**config.mk**
```make
export PLATFORM = sky130hd
export DESIGN_NAME = mem_arbiter
export DESIGN_NICKNAME = d
export VERILOG_FILES = /design/src/rtl/mem_arbiter.sv
export SDC_FILE = /design/constraint.sdc
export NUM_CORES = 1
export LEC_CHECK = 0
export BUFFER_PORTS_ARGS = -buffer_cell sky130_fd_sc_hd__buf_2
export CAP_MARGIN = 15
export CORE_UTILIZATION = 46
export CTS_CLUSTER_SIZE = 16
export DETAILED_ROUTE_END_ITERATION = 16
export PLACE_DENSITY_LB_ADDON = 0.05
export REMOVE_ABC_BUFFERS = 1
export SLEW_MARGIN = 20
export SYNTH_ARGS = -nofsm -noshare
export SYNTH_HDL_FRONTEND = slang
export SYNTH_SLANG_ARGS = --single-unit
```
**constraint.sdc**
```tcl
create_clock -name clk -period 1.9 [get_ports clk]
set_clock_uncertainty 0.2 [all_clocks]
set_input_delay 0.095 -clock clk [delete_from_list [all_inputs] [get_ports clk]]
set_output_delay 0.095 -clock clk [all_outputs]
set_load 0.005 [all_outputs]
```
**src/rtl/mem_arbiter.sv**
```systemverilog
// mem_arbiter
//
// Shares one single-port, fixed-latency memory between the instruction-fetch
// port (IF) and the data port (D) of a 5-stage RV32 pipeline. Requests are
// sampled only while idle. Each access then runs through issue, wait and done.
// The done cycle returns the read data together with a one-cycle done pulse.
//
// Build option:
//   MEM_ARB_RR_EN  defined   -> round-robin between the two ports on a tie
//                  undefined -> fixed priority; the data port wins a tie
//
// Parameters:
//   ADDR_W       address width of both ports and of the memory
//   DATA_W       data width
//   MEM_LATENCY  cycles from the mem_en cycle to valid mem_rdata (1..15)
//
// Ports:
//   clk, reset          clock and synchronous active-high reset
//   if_req, if_addr     fetch request, held until if_done
//   if_rdata, if_done   fetched word and its one-cycle completion pulse
//   if_stall            if_req & ~if_done
//   d_req, d_we,        data request, store flag, address and store data,
//   d_addr, d_wdata     held until d_done
//   d_rdata, d_done     load data and its one-cycle completion pulse
//   d_stall             d_req & ~d_done
//   mem_en, mem_we,     memory strobe (one cycle per access), write enable,
//   mem_addr, mem_wdata address and write data, all registered
//   mem_rdata           memory read data, valid MEM_LATENCY cycles after mem_en
module mem_arbiter #(
    parameter int unsigned ADDR_W      = 32,
    parameter int unsigned DATA_W      = 32,
    parameter int unsigned MEM_LATENCY = 1
) (
    input  logic              clk,
    input  logic              reset,

    input  logic              if_req,
    input  logic [ADDR_W-1:0] if_addr,
    output logic [DATA_W-1:0] if_rdata,
    output logic              if_done,
    output logic              if_stall,

    input  logic              d_req,
    input  logic              d_we,
    input  logic [ADDR_W-1:0] d_addr,
    input  logic [DATA_W-1:0] d_wdata,
    output logic [DATA_W-1:0] d_rdata,
    output logic              d_done,
    output logic              d_stall,

    output logic              mem_en,
    output logic              mem_we,
    output logic [ADDR_W-1:0] mem_addr,
    output logic [DATA_W-1:0] mem_wdata,
    input  logic [DATA_W-1:0] mem_rdata
);

    typedef enum logic [1:0] {
        StIdle,
        StIssue,
        StWait,
        StDone
    } state_e;

    typedef enum logic {
        GntIf = 1'b0,
        GntD  = 1'b1
    } gnt_e;

    localparam logic [3:0] CntLoad = 4'(MEM_LATENCY - 1);

    state_e     state;
    gnt_e       gnt;
    logic [3:0] cnt;
    logic       pick_d;

`ifdef MEM_ARB_RR_EN
    // gnt doubles as the round-robin pointer: it always holds the last granted
    // port, is updated on every grant and resets to D. On a tie the other port wins.
    assign pick_d = d_req & (~if_req | (gnt == GntIf));
`else
    // The data port wins a tie: its instruction is older than the one being fetched.
    assign pick_d = d_req;
`endif

    assign if_stall = if_req & ~if_done;
    assign d_stall  = d_req & ~d_done;

    always_ff @(posedge clk) begin
        if (reset) begin
            state     <= StIdle;
            gnt       <= GntD;
            cnt       <= '0;
            mem_en    <= 1'b0;
            mem_we    <= 1'b0;
            mem_addr  <= '0;
            mem_wdata <= '0;
            if_rdata  <= '0;
            d_rdata   <= '0;
            if_done   <= 1'b0;
            d_done    <= 1'b0;
        end else begin
            // Strobes and done pulses last one cycle unless re-asserted below.
            mem_en  <= 1'b0;
            mem_we  <= 1'b0;
            if_done <= 1'b0;
            d_done  <= 1'b0;

            unique case (state)
                StIdle: begin
                    if (if_req || d_req) begin
                        state  <= StIssue;
                        mem_en <= 1'b1;
                        if (pick_d) begin
                            gnt       <= GntD;
                            mem_we    <= d_we;
                            mem_addr  <= d_addr;
                            mem_wdata <= d_wdata;
                        end else begin
                            // Fetches never write; mem_wdata keeps its last value.
                            gnt      <= GntIf;
                            mem_addr <= if_addr;
                        end
                    end
                end

                StIssue: begin
                    cnt   <= CntLoad;
                    state <= StWait;
                end

                StWait: begin
                    // cnt == 0 marks the cycle in which mem_rdata is valid.
                    if (cnt == 4'd0) begin
                        state <= StDone;
                        if (gnt == GntIf) begin
                            if_rdata <= mem_rdata;
                            if_done  <= 1'b1;
                        end else begin
                            d_rdata <= mem_rdata;
                            d_done  <= 1'b1;
                        end
                    end else begin
                        cnt <= cnt - 4'd1;
                    end
                end

                StDone: begin
                    state <= StIdle;
                end

                default: begin
                    state <= StIdle;
                end
            endcase
        end
    end

endmodule

```
==> results of run 1 <==
[cells in the final DEF, fill, tap and decap left out, types with 2 or more instances in the layout]
cell and instances:
ha_4 2, nand3_1 65, mux2i_1 33, nor3_1 2, a21oi_1 97, clkbuf_8 7, clkinv_2 5, nor2b_1 3
inv_1 3, dlygate4sd3_1 131, a211oi_1 33, ha_1 2, buf_12 7, o21ai_0 66, nor3b_1 2, or3_1 2
nor2_1 35, clkbuf_16 19, nand2b_1 3, inv_2 2, buf_4 9, nand2_1 65, bufinv_16 2, buf_2 265
dfxtp_1 138, o211ai_1 3
[kinds of logic after synthesis]
logic type,Yosys count
compound gates,204
xor+xnor,1
fa+ha+maj,4
buf+inv,67
flops,139
mux,33
simple gates,182
[registers in the layout, summed over array words and instances, names as in the netlist]
name	flops
mem_addr	32
mem_we	1
mem_wdata	32
mem_en	1
if_done	1
state	2
if_rdata	32
cnt	4
gnt	1
d_done	1
d_rdata	32
[timing repair]
item                                   CTS  global route
setup endpoints to repair                0            68
endpoints found under the hold margin  135             0
buffers inserted                         0             1
hold buffers                           131             0
resized for setup                        0            10
[tightest hold or removal path, cell delays in order]
cell,delay (ns)
buf_2,0.18
nand2_1,0.13
buf_12,0.19
nor3b_1,0.08
[cell type report]
| class | count | area share (%) |
|---|---|---|
| inverters | 6 | 0.2528 |
| clock buffers | 24 | 5.858 |
| flip-flops and latches | 139 | 31.25 |
| well taps | 143 | 2.009 |
| repair buffers | 416 | 32.80 |
| clock inverters | 7 | 0.9552 |
| multi-input cells | 424 | 26.87 |
[layer usage]
metal / vias to the layer above / part of all wire, % / track usage [%]
met5: - / 0 / 0
met4: 0 / 3.6 / 14.49
met3: 58 / 6.2 / 8.178
met2: 267 / 51 / 50.97
met1: 2891 / 39 / 32.42
li1: 2960 / - / -
[through the flow]
step | power [mW] | cell area (sq um)
after global routing | 11.51 | 8907
after floorplan | 5.355 | 5144
after detailed placement | 7.072 | 6899
after global placement | 6.970 | 6899
final | 10.91 | 8907
after CTS | 10.63 | 8817
[power by group]
group          switching (mW)  leakage [nW]  internal [mW]
logic                    2.15          2.58           1.62
clock network            1.17         0.308           2.16
registers               0.294          1.14           3.52
[final timing paths]
kind / to / slack (ns)
worst max-delay path: cnt[3] / 0.09
worst min-delay path: mem_we / 0.12
worst max register to register: cnt[3] / 0.09
worst min register to register: mem_wdata[14] / 0.25
==> results by group, run 1 <==
Status
  – Status: finished clean

Floorplan
  – I/O pins: around 270
  – Initial Util: 47.34%
  – Die Area: 12190 sq um
  – Die boundary width: 110.4 um
  – Total core area: ~11000 sq um
  – Die Y: approximately 110 um
  – Site Rows: 39

Route
  – DRC Markers: 0
  – Vias: around 6200
  – Vias per inst: roughly 5.3
  – 1st-pass router iterations: 7
  – Routed len/inst: roughly 16 um
  – Number of DRC violations after detailed-routing iteration 0: roughly 420
  – WL final: 18330 um
  – Antenna-violating nets left: 0

Yosys
  – Post-synthesis cell area: 5405 sq um
  – Largest family of logic cells by synthesized area: compound AO/OA/AOI/OAI gates
  – Synth Register Bits: 139
  – Synth Area in XOR/XNOR: 0.1620%
  – Largest cells by area after synthesis: dfxtp_1 (51%), a21oi_1 (9.1%), mux2i_1 (6.1%), o21ai_0 (6.1%), nand3_1 (6.0%)
  – Register area share after synthesis: between 50 and 60%
  – Cells after synthesis: 630
  – Post-synth ARST share: 0%
  – Compound-Gate Fraction of Synth Area: 20.90%
  – Main flop type after synthesis: dfxtp_1
  – Top-count cell post-synth: dfxtp_1
  – Commonest cells in the netlist: dfxtp_1 (139), a21oi_1 (98), o21ai_0 (66), nand2_1 (65), nand3_1 (65)
  – Adder-Cell Fraction of Synth Area: less than 1%
  – Post-synthesis cell type count: 29
  – YS warnings: 0
  – Post-synth top area cell: dfxtp_1
  – Simple-gate area share of the yosys netlist: roughly 15%
  – Syn Area/Cell: between 8 and 9 sq um
  – Synth top area share: between 50 and 60%
  – Post-synth EDFFs: 0
  – Proportion of synthesized area in mux cells: under 10%

Place
  – Post-place setup slack: around 0.037 ns
  – Gpl congestion: between 0.8 and 0.9
  – DP Wirelength: 9912 um
  – Inst Count DP: roughly 990
  – Number of port buffers: approximately 270

Final layout
  – Layout cell share with drive strength beyond 1: 32.28%
  – Layout Area Growth over Synthesis: 64.79%
  – # fillers: approximately 750
  – Non-Filler Instances: about 1200
  – Multi-input logic area: between 2000 and 2500 sq um
  – Seq. cell area: between 2000 and 3000 sq um
  – Post-layout util: just under 80%
  – Fin nets: around 1100
  – Antenna Cells: 0

Power and ir drop
  – Worst vdd ir: ~0.84 mV
  – Power per cell area: 1225 nW/um^2
  – Lkg Pwr: between 4 and 5 nW

Setup path
  – Crit path from: cnt[0]
  – CP arrival: 1.94 ns
  – Crit start category: register
  – Worst path slowest cell: or4_1
  – Worst endpoint required time: a little over 2 ns
  – CP bufs+invs: 1
  – Critical Path Fanout Max: 5
  – Top delay family on crit path: simple AND/OR/NAND/NOR gates
  – Setup Crit Path Kind: reg -> reg
  – Critical Path Stages: 5
  – Worst setup EP type: register
  – R2r worst-path depth: 5
  – CP cell instances: inv_1 -> ha_4 -> nor3b_1 -> or4_1 -> a221oi_2
  – R2R Path Start: cnt[0]
  – Max stage delay on crit path: 0.51 ns

Timing
  – Final setup violation count: 0
  – Tcrit/Tclk final: between 90% and 100%
  – Worst slew pin tran: 0.4692 ns
  – Tmin final: between 1.5 and 2 ns
  – Max-slew violations: 0
  – Final count of hold timing violations: 0
  – Highest clock rate: ~0.55 GHz
  – Worst setup margin: roughly 0.09 ns
  – Hold WS: between 0.1 and 0.15 ns
  – Setup TNS: 0 ns
  – Max-Slew Margin vs Limit: 68.72%

GRT
  – Overall Global Routing Usage: between 20% and 30%
  – GRT Residual Overflow: 0
  – Vias in the first global route: ~6000
  – First-pass GRT wire length: just under 30000 um
  – Antenna violations before repair: 0
  – Pin count of the biggest net entering global routing: 67

CTS
  – CTS sink cnt: about 140
  – Root Buffer: clkbuf_16
  – CTS tree: done
  – TritonCTS buffer count: 17
  – H-tree depth: 4
  – Skew-Pair Late Insertion Delay: 0.42 ns
  – Max Root-Sink Buffers: 2
  – Clock Pin Slew Worst Setup and Hold Paths: roughly 0.050 ns

Min path
  – Hold_sp: d_req
  – HP Class: in -> reg
  – Hold path cells: 4

Flow run
  – Max cap viols: 0
Note: power is estimated with default switching activity, not from simulation.
==> inputs of run 2 (changes only) <==
Clock period 1.9 ns to 2 ns, I/O delays scaled along.
==> run 2 against run 1 <==
Against the previous run: die area is the same; first-iteration DRC count rose by 31%; combinational power fell by 9.0%; sequential cell count did not move; non-clock buffer count fell by 1; global-route usage rose by 0.35 points; critical path type unchanged; utilization shrank 0.77 points; largest cell class unchanged; routed wire length is 0.75% lower; cell count did not move; largest power group unchanged; highest routed layer unchanged; hold slack improved by 0.036 ns.
==> results by group, run 2 (synthesis results as in run 1) <==
Floorplan
  – Die Area: between 10000 and 15000 sq um
  – Die Y: between 100 and 150 um
  – Initial Util: 47.34%
  – I/O pins: around 270
  – Site Rows: 39
  – Total core area: 11420 sq um
  – Die boundary width: 110.4 um

Status
  – Status: finished clean

CTS
  – Root Buffer: clkbuf_16
  – H-tree depth: 4
  – CTS tree: done
  – Clock Pin Slew Worst Setup and Hold Paths: ~0.060 ns
  – TritonCTS buffer count: 17
  – CTS sink cnt: 139
  – Max Root-Sink Buffers: 2
  – Skew-Pair Late Insertion Delay: 0.41 ns

Route
  – Vias: between 6000 and 7000
  – Number of DRC violations after detailed-routing iteration 0: 543
  – DRC Markers: 0
  – Vias per inst: approximately 5.3
  – WL final: around 18000 um
  – Routed len/inst: between 15 and 20 um
  – 1st-pass router iterations: 5
  – Antenna-violating nets left: 0

Timing
  – Max-Slew Margin vs Limit: between 50% and 60%
  – Worst slew pin tran: approximately 0.60 ns
  – Highest clock rate: around 0.52 GHz
  – Max-slew violations: 0
  – Hold WS: 0.1599 ns
  – Tcrit/Tclk final: between 90% and 100%
  – Setup TNS: 0 ns
  – Final setup violation count: 0
  – Final count of hold timing violations: 0
  – Tmin final: between 1.5 and 2 ns

Place
  – Number of port buffers: between 200 and 300
  – Gpl congestion: 0.8260
  – DP Wirelength: a little under 10000 um

Power and ir drop
  – Lkg Pwr: between 3 and 4 nW
  – Logic pwr share: 33.4%
  – Power per cell area: ~1200 nW/um^2
  – Worst vdd ir: between 0.8 and 0.9 mV
  – Clock power share: 31.4%
  – Internal power: slightly below 7 mW
  – Switch share: around a third
  – P_sw: ~3.4 mW
  – Seq pwr share: a little over a third

Min path
  – HP Class: in -> reg

Setup path
  – Critical Path Fanout Max: 5
  – Setup Crit Path Kind: reg -> reg
  – CP arrival: 2.04 ns
  – Worst endpoint required time: roughly 2.1 ns
  – Crit start category: register
  – Worst setup EP type: register

Flow run
  – Max cap viols: 0

Final layout
  – Leading cell types in the layout, fill and taps excluded: buf_2 (265), dfxtp_1 (138), dlygate4sd3_1 (131)
  – Fin nets: roughly 1100
  – Layout cell share with drive strength beyond 1: 31.50%
  – Antenna Cells: 0
  – # fillers: 800
  – Post-layout util: about 77%
  – Layout Area Growth over Synthesis: 63.17%
  – Commonest non-fill, non-tap cell in the layout: buf_2

GRT
  – Antenna violations before repair: 0
  – GRT Residual Overflow: 0
  – Vias in the first global route: between 6000 and 7000
  – Pin count of the biggest net entering global routing: 67
  – First-pass GRT wire length: around 30000 um
  – Overall Global Routing Usage: just under 30%
==> run 2: cell count changes in the layout (fill, tap and decap cells not counted), moves of 2 or more <==
cell      previous run  this run
ha_1                 2         4
buf_12               7         4
buf_4                9        12
clkbuf_1             0         3
ha_4                 2         0
clkbuf_8             7         5
==> run 2: power by group through the flow <==
stage / Clock, mW / Combinational (mW) / Sequential [mW]
after floorplan: 0 / 1.36 / 3.74
after global placement: 0 / 2.93 / 3.63
after detailed placement: 0 / 3.00 / 3.65
after CTS: 3.27 / 3.23 / 3.60
after global routing: 3.39 / 3.78 / 3.68
final: 3.23 / 3.43 / 3.61
==> run 2: stage by stage <==
stage | setup slack [ns] | power, mW | cells | cell area [sq um]
floorplan | -3.847 | 5.103 | 569 | 5144
global placement | 0.2017 | 6.557 | 993 | 6854
detailed placement | 0.1277 | 6.651 | 993 | 6854
CTS | 0.07279 | 10.09 | 1156 | 8781
global route | -0.02945 | 10.86 | 1159 | 8820
finish | 0.08915 | 10.27 | 1159 | 8820
==> run 2: final cells by class <==
type / count / area (sq um) / area share (%)
flip-flops and latches: 139 / 2784 / 31.56
multi-input cells: 424 / 2360 / 26.76
clock buffers: 25 / 505.5 / 5.731
repair buffers: 415 / 2859 / 32.42
clock inverters: 7 / 110.1 / 1.248
well taps: 143 / 178.9 / 2.029
inverters: 6 / 22.52 / 0.2554
==> run 2: worst paths after layout <==
| check | start | end | slack, ns | cells past startpoint |
|---|---|---|---|---|
| setup reg to reg | cnt[0] | cnt[3] | 0.09 | 5 |
| hold reg to reg | mem_wdata[21] | mem_wdata[21] | 0.25 | 2 |
| hold / removal | d_req | gnt | 0.16 | 3 |
| setup / recovery | cnt[0] | cnt[3] | 0.09 | 5 |
==> run 2: layer usage <==
metal  track usage (%)  vias up  share of wire [%]
met2             51.76      253                 52
met5                 0        -                  0
met1             33.05     2901                 38
li1                  -     2952                  -
met3             6.751       70                5.8
met4             16.09        0                3.9
==> run 2: worst max-delay path, stage by stage, from the launching register on <==
cell,delay (ns)
dfxtp_1,0.36
inv_1,0.07
ha_1,0.26
nor3b_1,0.20
or4_1,0.51
a221oi_2,0.23
==> run 2: repair_timing <==
action	CTS	global route
hold buffers	131	0
buffers inserted	0	1
resized for setup	0	2
setup endpoints to repair	0	49
endpoints found under the hold margin	131	0
